==> config.mk <==
export PLATFORM = sky130hd
export DESIGN_NAME = encdec_modq_reduce
export DESIGN_NICKNAME = d
export VERILOG_FILES = /design/src/rtl/encdec_modq_reduce.sv
export SDC_FILE = /design/constraint.sdc
export NUM_CORES = 1
export LEC_CHECK = 0
export ABC_CLOCK_PERIOD_IN_PS = 9100
export CELL_PAD_IN_SITES_DETAIL_PLACEMENT = 1
export CELL_PAD_IN_SITES_GLOBAL_PLACEMENT = 2
export CORE_UTILIZATION = 38
export CTS_BUF_LIST = sky130_fd_sc_hd__clkbuf_16
export CTS_CLUSTER_SIZE = 20
export DETAILED_ROUTE_END_ITERATION = 10
export PLACE_DENSITY = 0.89
export SETUP_SLACK_MARGIN = 0.02
export SYNTH_ARGS = -nofsm -noshare
export SYNTH_HDL_FRONTEND = slang
export SYNTH_SLANG_ARGS = --single-unit
==> constraint.sdc <==
create_clock -name ap_clk -period 9.1 [get_ports ap_clk]
set_input_delay 1.82 -clock ap_clk [delete_from_list [all_inputs] [get_ports ap_clk]]
set_output_delay 1.82 -clock ap_clk [all_outputs]
set_load 0.005 [all_outputs]
==> src/rtl/encdec_modq_reduce.sv <==
// Barrett reduction of a 30-bit product mod Q: 3-stage valid/ready pipeline.
// Define ENCDEC_MODQ_RANGE_CHK_EN to add the sticky err input range check.
module encdec_modq_reduce #(
    parameter int Q         = 7681,
    parameter int BARRETT_M = 139791,
    parameter int N_COEF    = 256
) (
    input  logic        ap_clk,
    input  logic        ap_rst_n,
    input  logic [29:0] din,
    input  logic        din_valid,
    output logic        din_ready,
    output logic [12:0] dout,
    output logic        dout_valid,
    input  logic        dout_ready,
    output logic        dout_last
`ifdef ENCDEC_MODQ_RANGE_CHK_EN
    ,
    output logic        err
`endif
);

    localparam logic [31:0] QV    = 32'(Q);
    localparam logic [47:0] MV    = 48'(BARRETT_M);
    localparam logic [7:0]  LASTC = 8'(N_COEF - 1);

    logic        en;
    logic        v1;
    logic        v2;
    logic        v3;
    logic [29:0] x1;
    logic [47:0] p1;
    logic [31:0] t1;
    logic [31:0] tq;
    logic [31:0] r2;
    logic [31:0] d1;
    logic [12:0] red;
    logic [7:0]  cnt;
    logic        xfer;

    // Bubbles travel with the data; the whole pipe stalls only when S3 is full
    assign en        = dout_ready | ~v3;
    assign din_ready = en;
    assign xfer      = v3 & dout_ready;

    // Quotient estimate undershoots by at most 2, so r lands in [0, 3Q)
    assign p1 = {18'd0, x1} * MV;
    assign t1 = 32'(p1 >> 30);
    assign tq = t1 * QV;

    always_ff @(posedge ap_clk) begin
        if (en) begin
            x1 <= din;
            r2 <= {2'b00, x1} - tq;
        end
    end

    always_comb begin
        d1 = r2;
        if (d1 >= QV)
            d1 = d1 - QV;
        if (d1 >= QV)
            d1 = d1 - QV;
        red = 13'(d1);
    end

    always_ff @(posedge ap_clk or negedge ap_rst_n) begin
        if (!ap_rst_n) begin
            v1   <= 1'b0;
            v2   <= 1'b0;
            v3   <= 1'b0;
            dout <= '0;
        end else if (en) begin
            v1   <= din_valid;
            v2   <= v1;
            v3   <= v2;
            dout <= red;
        end
    end

    always_ff @(posedge ap_clk or negedge ap_rst_n) begin
        if (!ap_rst_n) begin
            cnt <= '0;
        end else if (xfer) begin
            if (cnt == LASTC)
                cnt <= '0;
            else
                cnt <= cnt + 8'd1;
        end
    end

    assign dout_valid = v3;
    assign dout_last  = v3 & (cnt == LASTC);

`ifdef ENCDEC_MODQ_RANGE_CHK_EN
    localparam logic [29:0] RMAX = 30'((Q - 1) * (Q - 1));

    always_ff @(posedge ap_clk or negedge ap_rst_n) begin
        if (!ap_rst_n)
            err <= 1'b0;
        else if (din_valid && en && (din > RMAX))
            err <= 1'b1;
    end
`endif

endmodule

==> flow_metrics.env, run 1 <==
export IMPL_reg2reg_depth=42
export IMPL_synth_seq_cells=86
export IMPL_layout_common_cells="buf_4 (331), inv_1 (314), ha_1 (211)"
export IMPL_ys_seq_area_frac=0.167
export IMPL_fin_setup_tns_ns=-16.83
export IMPL_setup_violations=22
export IMPL_fin_crit_sh=1.14
export IMPL_cp_data_required_time_ns=9.24
export IMPL_drv_cap=0
export IMPL_synth_nets=2002
export IMPL_layout_drive_gt1_share=0.350
export IMPL_hpwlAfterDp_um=34400
export IMPL_core_um2=37800
export IMPL_critPathMaxStageDelay_ns=0.66
export IMPL_status="finished, violations left"
export IMPL_nets=2421
export IMPL_synth_area_top_cells="ha_1 (25%), fa_1 (23%), edfxtp_1 (13%)"
export IMPL_antenna_found_initial=0
export IMPL_worstPathMaxFanout=6
export IMPL_path_clk_slew_ns=0.09
export IMPL_cp_top_family="adder cells"
export IMPL_grt_usage=0.282
export IMPL_cts_tree="yes"
export IMPL_cts_max_level=3
export IMPL_grt_overflow_total=0
export IMPL_dpl_cell_count=2270
export IMPL_portBuffers=49
export IMPL_num_rows=71
export IMPL_die_area_um2=39500
export IMPL_rsz0062_at_grt="yes"
export IMPL_drc=0
export IMPL_final_common_cell="buf_4"
export IMPL_clock_skew_ns=0.0237
export IMPL_syn_inst=1500
export IMPL_gp_congestion=0.904
export IMPL_grt_pass1_wl_um=83500
export IMPL_synth_top_area_frac=0.252
export IMPL_io_pins=50
export IMPL_finalWirelength_um=65200
export IMPL_dpl_instance_area_um2=17800
export IMPL_cp_end_kind="register"
export IMPL_num_vias=13600
export IMPL_area_delta_synth_final_pct=43.2
export IMPL_maxSlewViolCount=0
export IMPL_cp_num_cells=42
export IMPL_drt_iter0_drc=692
export IMPL_drtAntennaViolNets=0
export IMPL_cp_slowest_cell="fa_1"
export IMPL_wire_per_inst_um=26.8
export IMPL_ys_async_sr_fraction=0.279
export IMPL_fmax_mhz=96.8
export IMPL_worstMarginPinSlew_ns=1.11
export IMPL_syn_area_um2=14700
export IMPL_grt_pass1_vias=15000
export IMPL_yosys_warnings=0
export IMPL_start_util=0.389
export IMPL_cts_root_buffer="clkbuf_16"
export IMPL_avgSynthCellArea_um2=9.80
export IMPL_holdWs_ns=0.476
export IMPL_crit_top_cell="fa_1"
export IMPL_yosysTopAreaCell="ha_1"
export IMPL_worstPathArrival_ns=10.47
export IMPL_fp_dieH_um=199
export IMPL_fin_crit_ns=10.33
export IMPL_synth_edf_count=62
export IMPL_worstSetupPathType="reg2reg"
export IMPL_start_kind="register"
export IMPL_synth_distinct_cells=67
export IMPL_antenna_cells=0
export IMPL_max_slew_margin_rel=0.257
export IMPL_hold_class="reg2reg"
export IMPL_violations="negative setup slack"
export IMPL_instances_no_fill=2435
export IMPL_clk_latency_ns=0.42
export IMPL_cts_buffers=9
export IMPL_worst_path_buf_inv=13
export IMPL_layout_setup_ws_ns=-1.23
export IMPL_die_w_um=199
export IMPL_cts_buffer_depth=2
export IMPL_hold_viol_final=0
export IMPL_viasPerCell=5.57
export IMPL_cts_sinks=86
export IMPL_grt_max_degree=77
export IMPL_fin_area_um2=21100
export IMPL_ys_flop_type="edfxtp_1"
export IMPL_hold_depth=1
export IMPL_dr_pass1_iters=5
cell type report:
class / count / area [um2]
Clock buffer: 9 / 225
Clock inverter: 7 / 78.8
Fill cell: 4081 / 16800
Inverter: 374 / 1430
Multi-Input combinational cell: 1026 / 12700
Sequential cell: 86 / 2460
Tap cell: 511 / 639
Timing Repair Buffer: 422 / 3470
state kept, by name (all words and copies together), names as in the netlist:
name and flops:
r2 32, x1 30, dout 13, cnt 8, dout_valid 1, v1 1, v2 1
layer usage:
metal  up-vias  share of wire  track usage
met5         -              0            0
met4         0          0.099        0.141
met3       398          0.061       0.0485
met2       620           0.49        0.527
met1      6773           0.35        0.305
li1       5773              -            -
repair_timing:
action	4_1_cts	5_1_grt
setup endpoints to repair	19	22
hold buffers	0	0
buffers inserted	119	51
gates resized for setup	158	174
pin swaps	112	149
logic make-up (layout without fill, tap and decap cells):
group,after synthesis,count (layout),synth area share
fa+ha+maj,468,468,0.486
xor+xnor,102,102,0.0607
compound gates,238,238,0.109
buf+inv,388,812,0.0996
simple gates,214,214,0.0741
flops,86,86,0.167
mux,4,4,0.00281
through the flow:
step                      worst slack, ns   util
after floorplan                  -0.00191      -
after CTS                          -0.411  0.525
after detailed placement            -1.16  0.469
after global placement             -0.996  0.469
final                               -1.23  0.556
after global routing                -1.32  0.556
worst paths after layout:
kind	start	to	slack [ns]
min in group asynchronous	ap_rst_n	dout[7]	1.99
worst min-delay path	cnt[6]	cnt[6]	0.48
worst max-delay path	x1[8]	r2[30]	-1.23
worst max register to register	x1[8]	r2[30]	-1.23
max in group asynchronous	ap_rst_n	dout[12]	6.48
worst min register to register	cnt[6]	cnt[6]	0.48
cells in the mapped netlist, types with 19 or more instances:
master / number
o21ai_0: 40
edfxtp_1: 62
a21o_1: 39
fa_1: 172
nor2_1: 54
xor2_1: 33
nand2_1: 46
dfrtp_1: 24
a21oi_1: 66
nand4_1: 19
inv_1: 374
ha_1: 296
xnor2_1: 69
Power of run 1 is not shown: default switching activity piles up to over one toggle a cycle in this logic, so the estimate is an artifact.
==> run 2, diff against run 1 <==
--- a/config.mk
+++ b/config.mk
@@ -8,10 +8,12 @@
 export ABC_CLOCK_PERIOD_IN_PS = 9100
 export CELL_PAD_IN_SITES_DETAIL_PLACEMENT = 1
 export CELL_PAD_IN_SITES_GLOBAL_PLACEMENT = 2
+export CORE_MARGIN = 4
 export CORE_UTILIZATION = 38
 export CTS_BUF_LIST = sky130_fd_sc_hd__clkbuf_16
 export CTS_CLUSTER_SIZE = 20
 export DETAILED_ROUTE_END_ITERATION = 10
+export HOLD_SLACK_MARGIN = 0.06
 export PLACE_DENSITY = 0.89
 export SETUP_SLACK_MARGIN = 0.02
 export SYNTH_ARGS = -nofsm -noshare
==> flow_metrics.env, run 2 (synthesis results as in run 1) <==
export IMPL_io_pins=50
export IMPL_hold_viol_final=0
export IMPL_cts_tree="yes"
export IMPL_layout_drive_gt1_share=0.343
export IMPL_r2r_setup_slack_ns=-1.11
export IMPL_fin_area_um2=20800
export IMPL_top_register="r2"
export IMPL_crit_top_cell="fa_1"
export IMPL_num_vias=13300
export IMPL_cts_hold_buf=0
export IMPL_wire_per_inst_um=25.1
export IMPL_num_rows=71
export IMPL_dr_pass1_iters=7
export IMPL_final_common_cell="buf_4"
export IMPL_wl_met1_um=22000
export IMPL_layout_common_cells="buf_4 (329), inv_1 (318), ha_1 (219)"
export IMPL_grt_usage=0.253
export IMPL_clock_skew_ns=0.0140
export IMPL_dpl_instance_area_um2=17900
export IMPL_fmax_mhz=98.0
export IMPL_path_clk_slew_ns=0.08
export IMPL_cts_buffer_depth=2
export IMPL_antenna_found_initial=0
export IMPL_cts_root_buffer="clkbuf_16"
export IMPL_violations="negative setup slack"
export IMPL_grt_pass1_vias=14800
export IMPL_worstPathMaxFanout=4
export IMPL_met2WireLength_um=31000
export IMPL_r2r_end="r2[29]"
export IMPL_worstPathArrival_ns=10.35
export IMPL_nets=2414
export IMPL_max_slew_margin_rel=0.283
export IMPL_reg2reg_depth=40
export IMPL_portBuffers=49
export IMPL_drv_cap=0
export IMPL_hpwlAfterDp_um=35000
export IMPL_wl_met3_um=3240
export IMPL_fp_dieH_um=205
export IMPL_grt_overflow_total=0
export IMPL_finalWirelength_um=61000
export IMPL_fin_crit_sh=1.12
export IMPL_hold_class="reg2reg"
export IMPL_critPathMaxStageDelay_ns=0.62
export IMPL_die_w_um=205
export IMPL_multi_input_area_um2=12600
export IMPL_grt_max_degree=77
export IMPL_viasPerCell=5.46
export IMPL_start_kind="register"
export IMPL_cp_slowest_cell="fa_1"
export IMPL_rsz0062_at_grt="yes"
export IMPL_drt_iter0_drc=865
export IMPL_worstReg2RegStart="x1[16]"
export IMPL_cts_max_level=3
export IMPL_maxSlewViolCount=0
export IMPL_drc=0
export IMPL_ff_latch_area_um2=2460
export IMPL_gp_congestion=0.869
export IMPL_hold_depth=1
export IMPL_fin_crit_ns=10.21
export IMPL_clk_latency_ns=0.40
export IMPL_fill_cells=4114
export IMPL_antenna_cells=0
export IMPL_largest_registers="r2 x32, x1 x30, dout x13"
export IMPL_highest_layer="met4"
export IMPL_area_delta_synth_final_pct=41.6
export IMPL_cts_sinks=86
export IMPL_cp_data_required_time_ns=9.24
export IMPL_setup_violations=24
export IMPL_drtAntennaViolNets=0
export IMPL_cts_buffers=9
export IMPL_cp_end_kind="register"
export IMPL_start_util=0.388
export IMPL_grt_pass1_wl_um=81600
export IMPL_worstSetupPathType="reg2reg"
export IMPL_hold_path_startpoint="v2"
export IMPL_core_um2=37900
export IMPL_worstMarginPinSlew_ns=1.07
export IMPL_die_area_um2=41900
export IMPL_whs_endpoint="dout_valid"
export IMPL_layout_setup_ws_ns=-1.11
export IMPL_largest_register_ffs=32
export IMPL_status="finished, violations left"
## run 2: cell count changes in the layout (fill, tap and decap cells not counted), moves of 3 or more
cell | before | now
ha_1 | 211 | 219
o21ai_2 | 10 | 4
a21oi_2 | 16 | 28
a21oi_4 | 13 | 7
ha_4 | 81 | 74
o21ai_1 | 5 | 9
inv_4 | 8 | 3
inv_1 | 314 | 318
a21oi_1 | 37 | 31
buf_6 | 40 | 37
## run 2: repair_timing
item | CTS | global route
endpoints found under the setup margin | 19 | 22
setup buffers | 102 | 38
pin swaps | 160 | 118
hold endpoints to repair | 0 | 0
resized for setup | 204 | 101
## run 2: layout make-up
cell class	count	share of cell area
sequential	86	0.118
multi-input combinational	1026	0.607
inverter	374	0.0680
clock inverter	7	0.00343
timing repair buffer	415	0.162
tap	511	0.0307
clock buffer	9	0.0108
## run 2: metrics by stage
stage | utilization | TNS [ns] | instances | setup slack (ns) | hold WS (ns)
after detailed placement | 0.471 | -13.27 | 2282 | -1.16 | 0.462
after global placement | 0.471 | -10.05 | 2282 | -0.963 | 0.445
after global routing | 0.549 | -18.25 | 2428 | -1.25 | 0.500
after floorplan | - | -0.00191 | 1500 | -0.00191 | 0.430
final | 0.549 | -15.27 | 2428 | -1.11 | 0.475
after CTS | 0.529 | -3.87 | 2393 | -0.525 | 0.482
## run 2: per-layer routing
metal / GRT usage / up-vias
met2: 0.465 / 540
met4: 0.127 / 0
met1: 0.279 / 6667
li1: - / 5779
met3: 0.0462 / 280
met5: 0 / -
## run 2: worst max-delay path, delay by kind of cell, from the launching register on
kind | cells | cell delay, ns
AND/OR/NAND/NOR | 5 | 0.55
adder cells (fa/ha/maj) | 13 | 5.04
AO/OA/AOI/OAI | 13 | 2.77
buffers and inverters | 7 | 0.73
XOR/XNOR | 2 | 0.30
flip-flops | 1 | 0.52
## run 2: how the worst max path moves through the flow
stage,start,to,slack [ns],cells after the start
after floorplan,x1[13],r2[29],-0.002,40
after global placement,x1[6],r2[31],-0.96,36
after detailed placement,x1[7],r2[31],-1.16,36
after CTS,x1[10],r2[29],-0.52,39
after global routing,x1[16],r2[29],-1.25,40
final,x1[16],r2[29],-1.11,40
Power of run 2 is left out for the same reason.
==> run 3, diff against run 2 <==
--- a/config.mk
+++ b/config.mk
@@ -14,7 +14,7 @@
 export CTS_CLUSTER_SIZE = 20
 export DETAILED_ROUTE_END_ITERATION = 10
 export HOLD_SLACK_MARGIN = 0.06
-export PLACE_DENSITY = 0.89
+export PLACE_DENSITY = 0.84
 export SETUP_SLACK_MARGIN = 0.02
 export SYNTH_ARGS = -nofsm -noshare
 export SYNTH_HDL_FRONTEND = slang
==> flow_metrics.env, run 3 (synthesis results as in run 1) <==
export IMPL_status="finished, violations left"
export IMPL_violations="negative setup slack"
export IMPL_dpl_cell_count=2288
export IMPL_io_pins=50
export IMPL_critPathMaxStageDelay_ns=0.63
export IMPL_core_um2=37900
export IMPL_fin_area_um2=21000
export IMPL_grt_usage=0.237
export IMPL_fp_dieH_um=205
export IMPL_cts_hold_buf=0
export IMPL_path_clk_slew_ns=0.08
export IMPL_hold_class="reg2reg"
export IMPL_setup_violations=20
export IMPL_clock_skew_ns=0.0188
export IMPL_die_w_um=205
export IMPL_final_common_cell="buf_4"
export IMPL_num_vias=12900
export IMPL_cts_buffer_depth=2
export IMPL_top_register="r2"
export IMPL_rsz0062_at_grt="yes"
export IMPL_nets=2415
export IMPL_worstSetupPathType="reg2reg"
export IMPL_area_delta_synth_final_pct=42.7
export IMPL_dr_pass1_iters=5
export IMPL_crit_top_cell="inv_2"
export IMPL_gp_congestion=0.904
export IMPL_worstMarginPinSlew_ns=1.11
export IMPL_layout_drive_gt1_share=0.350
export IMPL_worstPathMaxFanout=4
export IMPL_cp_slowest_cell="fa_1"
export IMPL_antenna_cells=0
export IMPL_fmax_mhz=97.4
export IMPL_fin_crit_ns=10.26
export IMPL_grt_pass1_vias=14200
export IMPL_largest_register_ffs=32
export IMPL_layout_common_cells="buf_4 (319), inv_1 (311), ha_1 (223)"
export IMPL_cp_top_family="adder cells"
export IMPL_grt_max_degree=45
export IMPL_max_slew_margin_rel=0.257
export IMPL_clk_latency_ns=0.41
export IMPL_grt_pass1_wl_um=77000
export IMPL_cts_root_buffer="clkbuf_16"
export IMPL_finalWirelength_um=56700
export IMPL_antenna_found_initial=0
export IMPL_hpwlAfterDp_um=34600
export IMPL_portBuffers=49
export IMPL_drc=0
export IMPL_drv_cap=0
export IMPL_layout_setup_ws_ns=-1.16
export IMPL_worstPathArrival_ns=10.41
export IMPL_drtAntennaViolNets=0
export IMPL_largest_registers="r2 x32, x1 x30, dout x13"
export IMPL_cp_end_kind="register"
export IMPL_die_area_um2=41900
export IMPL_drt_iter0_drc=593
export IMPL_cts_buffers=9
export IMPL_cts_max_level=3
export IMPL_dpl_instance_area_um2=17900
export IMPL_cts_tree="yes"
export IMPL_fin_crit_sh=1.13
export IMPL_cp_data_required_time_ns=9.25
export IMPL_worst_path_buf_inv=17
export IMPL_start_util=0.388
export IMPL_hold_viol_final=0
export IMPL_cts_sinks=86
export IMPL_grt_overflow_total=0
export IMPL_instances_no_fill=2429
export IMPL_fill_cells=4111
export IMPL_wire_per_inst_um=23.4
export IMPL_viasPerCell=5.33
export IMPL_num_rows=71
export IMPL_maxSlewViolCount=0
export IMPL_start_kind="register"
## run 3: cell types whose count changed in the layout (fill, tap and decap cells not counted), moves of 4 or more
cell / delta
fa_2: +5
buf_6: +8
fa_1: -5
nor2_2: +4
a21oi_4: +5
ha_1: +4
inv_1: -7
ha_4: -4
buf_4: -10
## run 3: final cells by class
class / instances / area [um2] / share of cell area
Clock inverter: 7 / 77.6 / 0.00370
Sequential cell: 86 / 2460 / 0.117
Multi-Input combinational cell: 1026 / 12700 / 0.605
Clock buffer: 9 / 225 / 0.0107
Inverter: 374 / 1450 / 0.0690
Tap cell: 511 / 639 / 0.0305
Timing Repair Buffer: 416 / 3450 / 0.164
## run 3: final timing paths
check	startpoint	end	slack [ns]	cells past startpoint
worst min-delay path	dout[1]	dout[1]	0.47	2
min in group asynchronous	ap_rst_n	dout[0]	2.02	1
max in group asynchronous	ap_rst_n	cnt[0]	6.42	1
worst min register to register	dout[1]	dout[1]	0.47	2
worst max register to register	x1[15]	r2[20]	-1.16	46
worst max-delay path	x1[15]	r2[20]	-1.16	46
## run 3: repair_timing
action,CTS,global route
endpoints found under the hold margin,0,0
buffers inserted,82,51
resized for setup,188,164
pin swaps,146,171
setup endpoints to repair,19,24
## run 3: per-stage QoR
stage | hold slack [ns] | TNS [ns] | worst slack (ns) | util
2_1_floorplan | 0.430 | -0.00191 | -0.00191 | -
3_3_place_gp | 0.440 | -13.25 | -1.13 | 0.472
3_5_place_dp | 0.450 | -17.03 | -1.37 | 0.472
4_1_cts | 0.465 | -4.01 | -0.510 | 0.523
5_1_grt | 0.499 | -19.18 | -1.32 | 0.553
6_report | 0.475 | -15.68 | -1.16 | 0.553
## run 3: worst min-delay path, stage by stage, from the launching register on
cell and delay [ns]:
dfrtp_1 0.34, nand2_1 0.05, nand3_1 0.05
## run 3: metal layers
layer  vias to the layer above  part of all wire  GRT usage
met4                         0             0.066      0.104
li1                       5784                 -          -
met5                         -                 0          0
met1                      6559              0.38      0.271
met2                       400              0.52      0.435
met3                       202             0.039     0.0388
Power of run 3 is left out for the same reason.
